$ cat src/rtl/pq_pkg.sv
`default_nettype none
// ============================================================================
//  pq_pkg : shared key/value item type and sentinel constants for pq blocks
//  Revision: 1.0
// ============================================================================
package pq_pkg;
   localparam int KEYW = 8;
   localparam int VALW = 8;

   typedef struct packed {
      logic [KEYW-1:0] key;
      logic [VALW-1:0] val;
   } kv_t;

   localparam logic [KEYW-1:0] KEYNEGINF = '0;
   localparam logic [VALW-1:0] VAL0      = '0;
   localparam kv_t             KV_EMPTY  = '{key: KEYNEGINF, val: VAL0};
endpackage
`default_nettype wire

$ cat src/rtl/ra_pq_array_if.sv
`default_nettype none
// ============================================================================
//  ra_pq_array_if : operation/status bundle of the register-array priority queue
//  Revision: 1.0   (err_ovf/err_unf present only with RA_PQ_ERR_EN)
// ============================================================================
interface ra_pq_array_if #(
   parameter int DEPTH = 8
) ();
   import pq_pkg::*;

   logic                       enq;
   logic                       deq;
   kv_t                        kvi;
   kv_t                        kvo;
   logic                       full;
   logic                       empty;
   logic [$clog2(DEPTH+1)-1:0] count;
`ifdef RA_PQ_ERR_EN
   logic                       err_ovf;
   logic                       err_unf;
`endif

   modport master (
      output enq, deq, kvi,
      input  kvo, full, empty, count
`ifdef RA_PQ_ERR_EN
      , input err_ovf, err_unf
`endif
   );

   modport slave (
      input  enq, deq, kvi,
      output kvo, full, empty, count
`ifdef RA_PQ_ERR_EN
      , output err_ovf, err_unf
`endif
   );
endinterface
`default_nettype wire

$ cat src/rtl/ra_pq_cell.sv
`default_nettype none
// ============================================================================
//  ra_pq_cell : one sorted-array entry; picks keep/upper/lower/kvi each cycle
//  Revision: 1.0
// ============================================================================
module ra_pq_cell
   import pq_pkg::*;
#(
   parameter bit FIRST = 1'b0
) (
   input  wire logic clk,
   input  wire logic rst,
   input  wire logic ins_i,
   input  wire logic del_i,
   input  wire logic valid_i,
   input  wire kv_t  kvi_i,
   input  wire kv_t  upper_kv_i,
   input  wire kv_t  lower_kv_i,
   input  wire logic upper_ge_i,
   input  wire logic lower_ge_i,
   output logic      ge_o,
   output kv_t       kv_o
);
   typedef enum logic [1:0] {
      SEL_KEEP  = 2'd0,
      SEL_UPPER = 2'd1,
      SEL_LOWER = 2'd2,
      SEL_KVI   = 2'd3
   } sel_e;

   kv_t  kv_q, kv_d;
   sel_e sel_d;

   assign ge_o = valid_i && (kv_q.key >= kvi_i.key);
   assign kv_o = kv_q;

   always_comb begin
      sel_d = SEL_KEEP;
      if (ins_i && del_i) begin
         // Replace: merge of the entries below the head with kvi, kvi after equals
         if (lower_ge_i)            sel_d = SEL_LOWER;
         else if (FIRST || ge_o)    sel_d = SEL_KVI;
      end else if (ins_i) begin
         if (ge_o)                    sel_d = SEL_KEEP;
         else if (FIRST || upper_ge_i) sel_d = SEL_KVI;
         else                         sel_d = SEL_UPPER;
      end else if (del_i) begin
         sel_d = SEL_LOWER;
      end

      kv_d = kv_q;
      case (sel_d)
         SEL_UPPER: kv_d = upper_kv_i;
         SEL_LOWER: kv_d = lower_kv_i;
         SEL_KVI:   kv_d = kvi_i;
         default:   kv_d = kv_q;
      endcase
   end

   always_ff @(posedge clk) begin
      if (rst) kv_q <= KV_EMPTY;
      else     kv_q <= kv_d;
   end
endmodule
`default_nettype wire

$ cat src/rtl/ra_pq_array.sv
`default_nettype none
// ============================================================================
//  ra_pq_array : register-array priority queue, highest key at entry 0
//  Revision: 1.0   (define RA_PQ_ERR_EN for sticky err_ovf/err_unf flags)
// ============================================================================
module ra_pq_array
   import pq_pkg::*;
#(
   parameter int DEPTH = 8
) (
   input wire logic    clk,
   input wire logic    rst,
   ra_pq_array_if.slave bus
);
   localparam int CW = $clog2(DEPTH+1);

   logic [CW-1:0]    count_q, count_d;
   logic             w_full, w_empty, w_ins, w_del, w_rep;
   logic [DEPTH:0]   w_ge;
   kv_t              w_e [DEPTH];

   assign w_full  = (count_q == CW'(DEPTH));
   assign w_empty = (count_q == '0);

   // Replace only needs a head to drop; on an empty array enq+deq is a plain insert
   assign w_rep = bus.enq && bus.deq && !w_empty;
   assign w_ins = bus.enq && !w_rep && !w_full;
   assign w_del = bus.deq && !bus.enq && !w_empty;

   assign w_ge[DEPTH] = 1'b0;

   for (genvar i = 0; i < DEPTH; i++) begin : g_cell
      kv_t  w_upper_kv, w_lower_kv;
      logic w_upper_ge;

      if (i == 0) begin : g_top
         assign w_upper_kv = KV_EMPTY;
         assign w_upper_ge = 1'b0;
      end else begin : g_mid_up
         assign w_upper_kv = w_e[i-1];
         assign w_upper_ge = w_ge[i-1];
      end

      if (i == DEPTH-1) begin : g_bot
         assign w_lower_kv = KV_EMPTY;
      end else begin : g_mid_dn
         assign w_lower_kv = w_e[i+1];
      end

      ra_pq_cell #(.FIRST(i == 0)) u_cell (
         .clk        (clk),
         .rst        (rst),
         .ins_i      (w_ins || w_rep),
         .del_i      (w_del || w_rep),
         .valid_i    (count_q > CW'(i)),
         .kvi_i      (bus.kvi),
         .upper_kv_i (w_upper_kv),
         .lower_kv_i (w_lower_kv),
         .upper_ge_i (w_upper_ge),
         .lower_ge_i (w_ge[i+1]),
         .ge_o       (w_ge[i]),
         .kv_o       (w_e[i])
      );
   end

   always_comb begin
      count_d = count_q;
      if (w_ins)      count_d = count_q + CW'(1);
      else if (w_del) count_d = count_q - CW'(1);
   end

   always_ff @(posedge clk) begin
      if (rst) count_q <= '0;
      else     count_q <= count_d;
   end

   assign bus.kvo   = w_e[0];
   assign bus.count = count_q;
   assign bus.full  = w_full;
   assign bus.empty = w_empty;

`ifdef RA_PQ_ERR_EN
   logic err_ovf_q, err_unf_q;

   always_ff @(posedge clk) begin
      if (rst) begin
         err_ovf_q <= 1'b0;
         err_unf_q <= 1'b0;
      end else begin
         if (bus.enq && !bus.deq && w_full)  err_ovf_q <= 1'b1;
         if (bus.deq && !bus.enq && w_empty) err_unf_q <= 1'b1;
      end
   end

   assign bus.err_ovf = err_ovf_q;
   assign bus.err_unf = err_unf_q;
`endif
endmodule
`default_nettype wire

$ cat src/flat_wrapper.sv
// flat-port wrapper written by rule: the top's interface ports become plain ports
module ra_pq_array_flat import pq_pkg::*;
#(
   parameter int DEPTH = 8
)
  (clk, rst, bus_enq, bus_deq, bus_kvi, bus_kvo, bus_full, bus_empty, bus_count);
  ra_pq_array_if #(.DEPTH(DEPTH)) bus_i ();
  input wire logic clk;
  input wire logic rst;
  input wire logic [$bits(bus_i.enq)-1:0] bus_enq;
  input wire logic [$bits(bus_i.deq)-1:0] bus_deq;
  input wire logic [$bits(bus_i.kvi)-1:0] bus_kvi;
  output wire logic [$bits(bus_i.kvo)-1:0] bus_kvo;
  output wire logic [$bits(bus_i.full)-1:0] bus_full;
  output wire logic [$bits(bus_i.empty)-1:0] bus_empty;
  output wire logic [$bits(bus_i.count)-1:0] bus_count;
  assign bus_i.enq = bus_enq;
  assign bus_i.deq = bus_deq;
  assign bus_i.kvi = bus_kvi;
  assign bus_kvo = bus_i.kvo;
  assign bus_full = bus_i.full;
  assign bus_empty = bus_i.empty;
  assign bus_count = bus_i.count;
  ra_pq_array #(.DEPTH(DEPTH)) u_core (.clk(clk), .rst(rst), .bus(bus_i));
endmodule
$ cat config.mk
export PLATFORM = sky130hd
export DESIGN_NAME = ra_pq_array_flat
export DESIGN_NICKNAME = d
export VERILOG_FILES = /design/src/rtl/pq_pkg.sv /design/src/rtl/ra_pq_array_if.sv /design/src/rtl/ra_pq_cell.sv /design/src/rtl/ra_pq_array.sv /design/src/flat_wrapper.sv
export SDC_FILE = /design/constraint.sdc
export NUM_CORES = 1
export LEC_CHECK = 0
export ABC_AREA = 1
export CAP_MARGIN = 15
export CORE_MARGIN = 2
export CORE_UTILIZATION = 45
export CTS_CLUSTER_DIAMETER = 40
export DETAILED_ROUTE_END_ITERATION = 10
export DONT_BUFFER_PORTS = 1
export PLACE_DENSITY = 0.64
export SLEW_MARGIN = 20
export SYNTH_ARGS = -nofsm -noshare
export SYNTH_HDL_FRONTEND = slang
export SYNTH_HIERARCHICAL = 1
export SYNTH_SLANG_ARGS = --single-unit
$ cat constraint.sdc
create_clock -name clk -period 5.39 [get_ports clk]
set_input_delay 0.8085 -clock clk [delete_from_list [all_inputs] [get_ports clk]]
set_output_delay 0.8085 -clock clk [all_outputs]
set_load 0.02 [all_outputs]
==> flow_metrics.tcl, run 1 <==
set metrics [dict create \
    drive_above_1_share_pct 11.3 \
    cts_tree "yes" \
    power_density_nw_per_um2 497 \
    die_width_um 161 \
    overflow 0 \
    die-area_um2 26100 \
    slew_viol_final 0 \
    finalCoreUtilization_pct 48.0 \
    area_growth_pct 4.61 \
    ios 42 \
    drtIter0Drc 701 \
    wl_per_cell_um 15.1 \
    die_h_um 161 \
    routed_wirelength_um 30800 \
    synth_seq_area_share_pct 23.7 \
    worst_setup_path_end_kind "register" \
    max_stage_delay_ps 530 \
    first_pass_iters 5 \
    fin_nets 1796 \
    synth_edf_count 0 \
    worst_path_max_delay_cell "dfxtp_1" \
    num_vias 10600 \
    crit_arrival_ps 3830 \
    worst_slew_pin_slew_ps 747 \
    clock-root-buffer "clkbuf_16" \
    worstReg2RegEnd "u_core/g_cell[5].u_cell/kv_o[1]" \
    slew_headroom_pct 50.1 \
    cp.required_ps 5700 \
    vias_per_cell 5.20 \
    period_share_pct 65.2 \
    core_area_um2 24300 \
    rsz0062_at_grt "no" \
    tns_ps 0 \
    start_util_pct 45.8 \
    worstSetupPathType "reg2reg" \
    grt_pass1_vias 10000 \
    synthArstFlopShare_pct 0 \
    peakVddDrop_mv 0.417 \
    crit_path_frequent_cell "nand2_1" \
    finalSetupViolCount 0 \
    synth-main-ff-cell "dfxtp_1" \
    drtAntennaViolNets 0 \
    portBuffers 0 \
    drc 0 \
    grt_first_pass_wirelength_um 50900 \
    clock.fmax_mhz 284 \
    gp_congestion 0.838 \
    cts_setup_buffers 0 \
    rows 57 \
    antenna_found_initial 0 \
    holdWs_ps 535 \
    multi_input_area_um2 6830 \
    cts_resized 0 \
    leakage_nw 6.29 \
    min_from "u_core/g_cell[7].u_cell/kv_o[0]" \
    diodes 0 \
    dpl.hpwl_um 22300 \
    finalHoldViolations 0 \
    cp-start-kind "register" \
    synthCells 1731 \
    yosysUniqueCellTypes 38 \
    r2r-start "u_core/bus.count[0]" \
    crit_end "u_core/g_cell[5].u_cell/kv_o[1]" \
    avgSynthCellArea_um2 6.44 \
    outcome "finished, final reports clean" \
    drv_cap 0 \
    cts_max_level 4 \
    clk_pin_slew_worst_paths_ps 60 \
    insertion_delay_ps 420 \
    layout_commonest_cell "nand2_1" \
    numCtsBuffers 17 \
    netlist_area_um2 11100 \
    worst_hold_path_type "reg2reg" \
    crit_path_cell_trace "inv_1 > ha_1 > nand3_1 > nand2_2 > nand2_1 > buf_4 > nand2_1 > inv_1 > nand2_1 > nor2_4 > inv_2 > nand2_4 > nand2_1 > o21ai_0 > nor2_1" \
    cp_max_fo 33 \
    dp_cells 2012 \
    min_period_ps 3520 \
    cts_hold_buf 0 \
    clock_path_buffers 2 \
    yosysWarningCount 6 \
    fillCellCount 2510 \
    clock-sinks 132 \
    worstRegToRegCells 15 \
    layout.cells.non_filler 2044 \
    startpoint "u_core/bus.count[0]" \
    grt_max_degree 35 \
    grt_usage_pct 24.0 \
    r2r_slack_ps 1870 \
    fin_skew_ps 7.25 \
    synth_seq_cells 132 \
    regArea_um2 2640 \
    most-common-layout-cells "nand2_1, inv_1, nor2_1" \
]
-- flip-flops by register name, summed over array words and instances, names as in the netlist --
register and flops:
u_core/bus.count 4, u_core/g_cell.u_cell/kv_o 128
-- report_power, final --
part / internal [W] / switching (W)
clock: 0.000731 / 0.000488
combinational: 0.000978 / 0.00184
sequential: 0.00132 / 0.000430
-- cells in the mapped netlist, types with 17 or more instances --
cell type | n | area share (%)
o21ai_0 | 63 | 2.8
nand2_1 | 439 | 15
clkbuf_1 | 17 | 0.57
a21oi_1 | 25 | 1.1
nor3_2 | 55 | 4.9
nand3b_1 | 58 | 3.9
nand2_2 | 19 | 1.1
inv_1 | 280 | 9.4
ha_1 | 69 | 7.7
buf_6 | 45 | 4.5
nand2_4 | 17 | 1.7
dfxtp_1 | 132 | 24
o21ai_1 | 105 | 4.7
nor2_1 | 166 | 5.6
nand3_1 | 135 | 6.1
-- cell type report --
type | instances | share of cell area, %
Multi-Input combinational cell | 1251 | 58.6
Sequential cell | 132 | 22.7
Inverter | 297 | 9.58
Clock buffer | 17 | 3.65
Tap cell | 324 | 3.48
Clock inverter | 15 | 1.56
Timing Repair Buffer | 8 | 0.515
-- kinds of logic after synthesis --
group / after synthesis / share of synthesized area, %
AND/OR/NAND/NOR: 921 / 40.5
buffers and inverters: 364 / 15.7
AO/OA/AOI/OAI: 242 / 12.2
flip-flops: 132 / 23.7
adder cells (fa/ha/maj): 69 / 7.74
XOR/XNOR: 2 / 0.157
other: 1 / 0.0336
-- layer usage --
metal  routed length, um  GRT usage [%]  share of wire, %
met1               14300           31.6                46
met2               14400           40.6                47
met3                1780           4.39               5.8
met4                 357           5.97               1.2
met5                   0              0                 0
-- worst max-delay path, delay by kind of cell, from the launching register on --
family          cells  cell delay, ps
fa+ha+maj           1             310
compound gates      1             210
flops               1             530
simple gates        9            1720
buf+inv             4             640
-- metrics by stage --
step	total power (W)	setup WS, ps	cell area, um^2
3_3_place_gp	0.00447	1980	11000
5_1_grt	0.00631	1510	11700
4_1_cts	0.00577	1880	11700
2_1_floorplan	0.00412	2690	11200
6_report	0.00579	1870	11700
3_5_place_dp	0.00453	1900	11100
-- worst min path at each step --
| stage | end | slack, ps | depth (start not counted) |
|---|---|---|---|
| floorplan | u_core/g_cell[7].u_cell/kv_o[0] | 490 | 2 |
| global placement | u_core/g_cell[7].u_cell/kv_o[7] | 510 | 2 |
| detailed placement | u_core/g_cell[7].u_cell/kv_o[5] | 520 | 2 |
| CTS | u_core/g_cell[7].u_cell/kv_o[5] | 540 | 2 |
| global route | u_core/g_cell[7].u_cell/kv_o[5] | 580 | 2 |
| finish | u_core/g_cell[7].u_cell/kv_o[0] | 530 | 2 |
(Power assumes the default switching activity.)
==> run 2, diff against run 1 <==
--- a/config.mk
+++ b/config.mk
@@ -12,7 +12,7 @@
 export CTS_CLUSTER_DIAMETER = 40
 export DETAILED_ROUTE_END_ITERATION = 10
 export DONT_BUFFER_PORTS = 1
-export PLACE_DENSITY = 0.64
+export PLACE_DENSITY = 0.66
 export SLEW_MARGIN = 20
 export SYNTH_ARGS = -nofsm -noshare
 export SYNTH_HDL_FRONTEND = slang
==> constraint.sdc (replaced) <==
create_clock -name clk -period 3.2 [get_ports clk]
set_input_delay 0.48 -clock clk [delete_from_list [all_inputs] [get_ports clk]]
set_output_delay 0.48 -clock clk [all_outputs]
set_load 0.02 [all_outputs]
==> run 2 against run 1 <==
  * Core utilization increased by 0.59 points
  * Global-route usage shrank 0.51 points
  * Sequential power up 68%
  * Clock skew rose by 2.5 ps
  * Clock power up 72%
  * Worst setup slack got worse by 1500 ps
  * Die area unchanged
  * Hold slack got worse by 290 ps
  * Cell area is 1.2% higher
  * Flip-flop and latch count did not move
  * Critical path type unchanged
  * Critical endpoint is now u_core/g_cell[4].u_cell/kv_o[8]
  * Largest power group unchanged
==> flow_metrics.tcl, run 2 (synthesis gave the netlist of run 1 again) <==
set metrics [dict create \
    cts_max_level 4 \
    cts_setup_buffers 0 \
    rows 57 \
    outcome "finished, final reports clean" \
    p_int_w 0.00528 \
    fin_skew_ps 9.76 \
    rsz0062_at_grt "no" \
    power_density_nw_per_um2 836 \
    wl_per_cell_um 14.6 \
    vias_per_cell 5.17 \
    fillCellCount 2511 \
    start_util_pct 45.8 \
    min_to "u_core/bus.count[1]" \
    routed_wirelength_um 30200 \
    largest_reg_flops 128 \
    finalSetupViolCount 0 \
    drtIter0Drc 759 \
    min_from "rst" \
    worstRegToRegCells 12 \
    cp-start-kind "register" \
    ios 42 \
    core_area_um2 24300 \
    finalHoldViolations 0 \
    combPwrFrac_pct 48.9 \
    min_period_ps 2860 \
    drtAntennaViolNets 0 \
    dp_cells 2030 \
    overflow 0 \
    p_sw_share_pct 46.5 \
    clock_path_buffers 2 \
    cp_max_fo 33 \
    most-common-layout-cells "nand2_1, inv_1, nor2_1" \
    die_width_um 161 \
    grt_max_degree 35 \
    critPathBufInv 2 \
    seq_power_share_pct 29.8 \
    crit_path_cell_trace "inv_1 > ha_1 > nand3_1 > nand2_2 > nand2_1 > buf_4 > nand3_1 > nand2_2 > nand2_4 > nand2_1 > o21ai_0 > nor2_1" \
    clk_pin_slew_worst_paths_ps 60 \
    num_vias 10700 \
    worstSetupPathType "reg2reg" \
    worst_path_max_delay_cell "dfxtp_1" \
    clock-sinks 132 \
    layout_commonest_cell "nand2_1" \
    clock-root-buffer "clkbuf_16" \
    tns_ps 0 \
    drc 0 \
    die_h_um 161 \
    worst_hold_path_type "in2reg" \
    hold_path_depth 3 \
    diodes 0 \
    clock.fmax_mhz 349 \
    r2r_slack_ps 340 \
    dpl.hpwl_um 22600 \
    fin_nets 1814 \
    grt_pass1_vias 10200 \
    cts_tree "yes" \
    worstReg2RegEnd "u_core/g_cell[4].u_cell/kv_o[8]" \
    clock_power_share_pct 21.3 \
    portBuffers 0 \
    area_growth_pct 5.89 \
    cts_hold_buf 0 \
    peakVddDrop_mv 0.479 \
    r2r-start "u_core/bus.count[0]" \
    cts_resized 0 \
    slew_headroom_pct 61.3 \
    leakage_nw 6.39 \
    cp.required_ps 3510 \
    crit_arrival_ps 3170 \
    drv_cap 0 \
    numCtsBuffers 17 \
    grt_usage_pct 23.5 \
    insertion_delay_ps 430 \
    die-area_um2 26100 \
    layout.cells.non_filler 2061 \
    grt_first_pass_wirelength_um 50400 \
    cp_top_family "simple AND/OR/NAND/NOR gates" \
    first_pass_iters 6 \
    antenna_found_initial 0 \
    max_stage_delay_ps 310 \
    p_sw_w 0.00459 \
    worst_setup_path_end_kind "register" \
    gp_congestion 0.857 \
    period_share_pct 89.5 \
    worst_slew_pin_slew_ps 581 \
    slew_viol_final 0 \
    drive_above_1_share_pct 12.1 \
]
-- run 2: metal layers --
| layer | track usage [%] | wire length [um] |
|---|---|---|
| met5 | 0 | 0 |
| met3 | 3.85 | 1450 |
| met1 | 31.1 | 14200 |
| met2 | 39.6 | 14000 |
| met4 | 6.62 | 517 |
-- run 2: final cells by class --
cell class	instances	area, um^2	share of cell area [%]
clock inverter	13	183	1.55
tap	324	405	3.43
clock buffer	18	439	3.72
sequential	132	2640	22.4
inverter	297	1120	9.46
multi-input combinational	1251	6820	57.8
timing repair buffer	26	195	1.65
-- run 2: worst max-delay path by stage --
stage                                    from                          endpoint  slack [ps]  depth (start not counted)
after floorplan           u_core/bus.count[0]  u_core/g_cell[7].u_cell/kv_o[14]         500                         17
after global placement            bus_kvi[13]   u_core/g_cell[4].u_cell/kv_o[0]         420                         16
after detailed placement          bus_kvi[13]   u_core/g_cell[4].u_cell/kv_o[0]         350                         16
after CTS                 u_core/bus.count[0]   u_core/g_cell[4].u_cell/kv_o[8]         350                         14
after global routing      u_core/bus.count[0]   u_core/g_cell[4].u_cell/kv_o[8]          40                         12
final                     u_core/bus.count[0]   u_core/g_cell[4].u_cell/kv_o[8]         340                         12
-- run 2: tightest hold or removal path, stage by stage --
cell and delay (ps):
inv_1 50, nand2_1 70, nor2_1 30
-- run 2: per-stage QoR --
stage | util [%] | hold WS [ps] | instance area, um^2 | power [W] | worst slack [ps]
final | 48.5 | 244 | 11800 | 0.00987 | 337
after global routing | 48.5 | 248 | 11800 | 0.0107 | 44.2
after CTS | 48.5 | 232 | 11800 | 0.00983 | 350
after detailed placement | 46.0 | 517 | 11200 | 0.00768 | 354
after global placement | 46.0 | 516 | 11200 | 0.00756 | 422
after floorplan | - | 493 | 11200 | 0.00694 | 499
-- run 2: power groups by stage --
stage,clock network [W],registers (W),logic [W]
final,0.00210,0.00294,0.00483
after global routing,0.00221,0.00301,0.00552
after CTS,0.00213,0.00294,0.00475
after detailed placement,0,0.00296,0.00471
after global placement,0,0.00298,0.00458
after floorplan,0,0.00270,0.00424
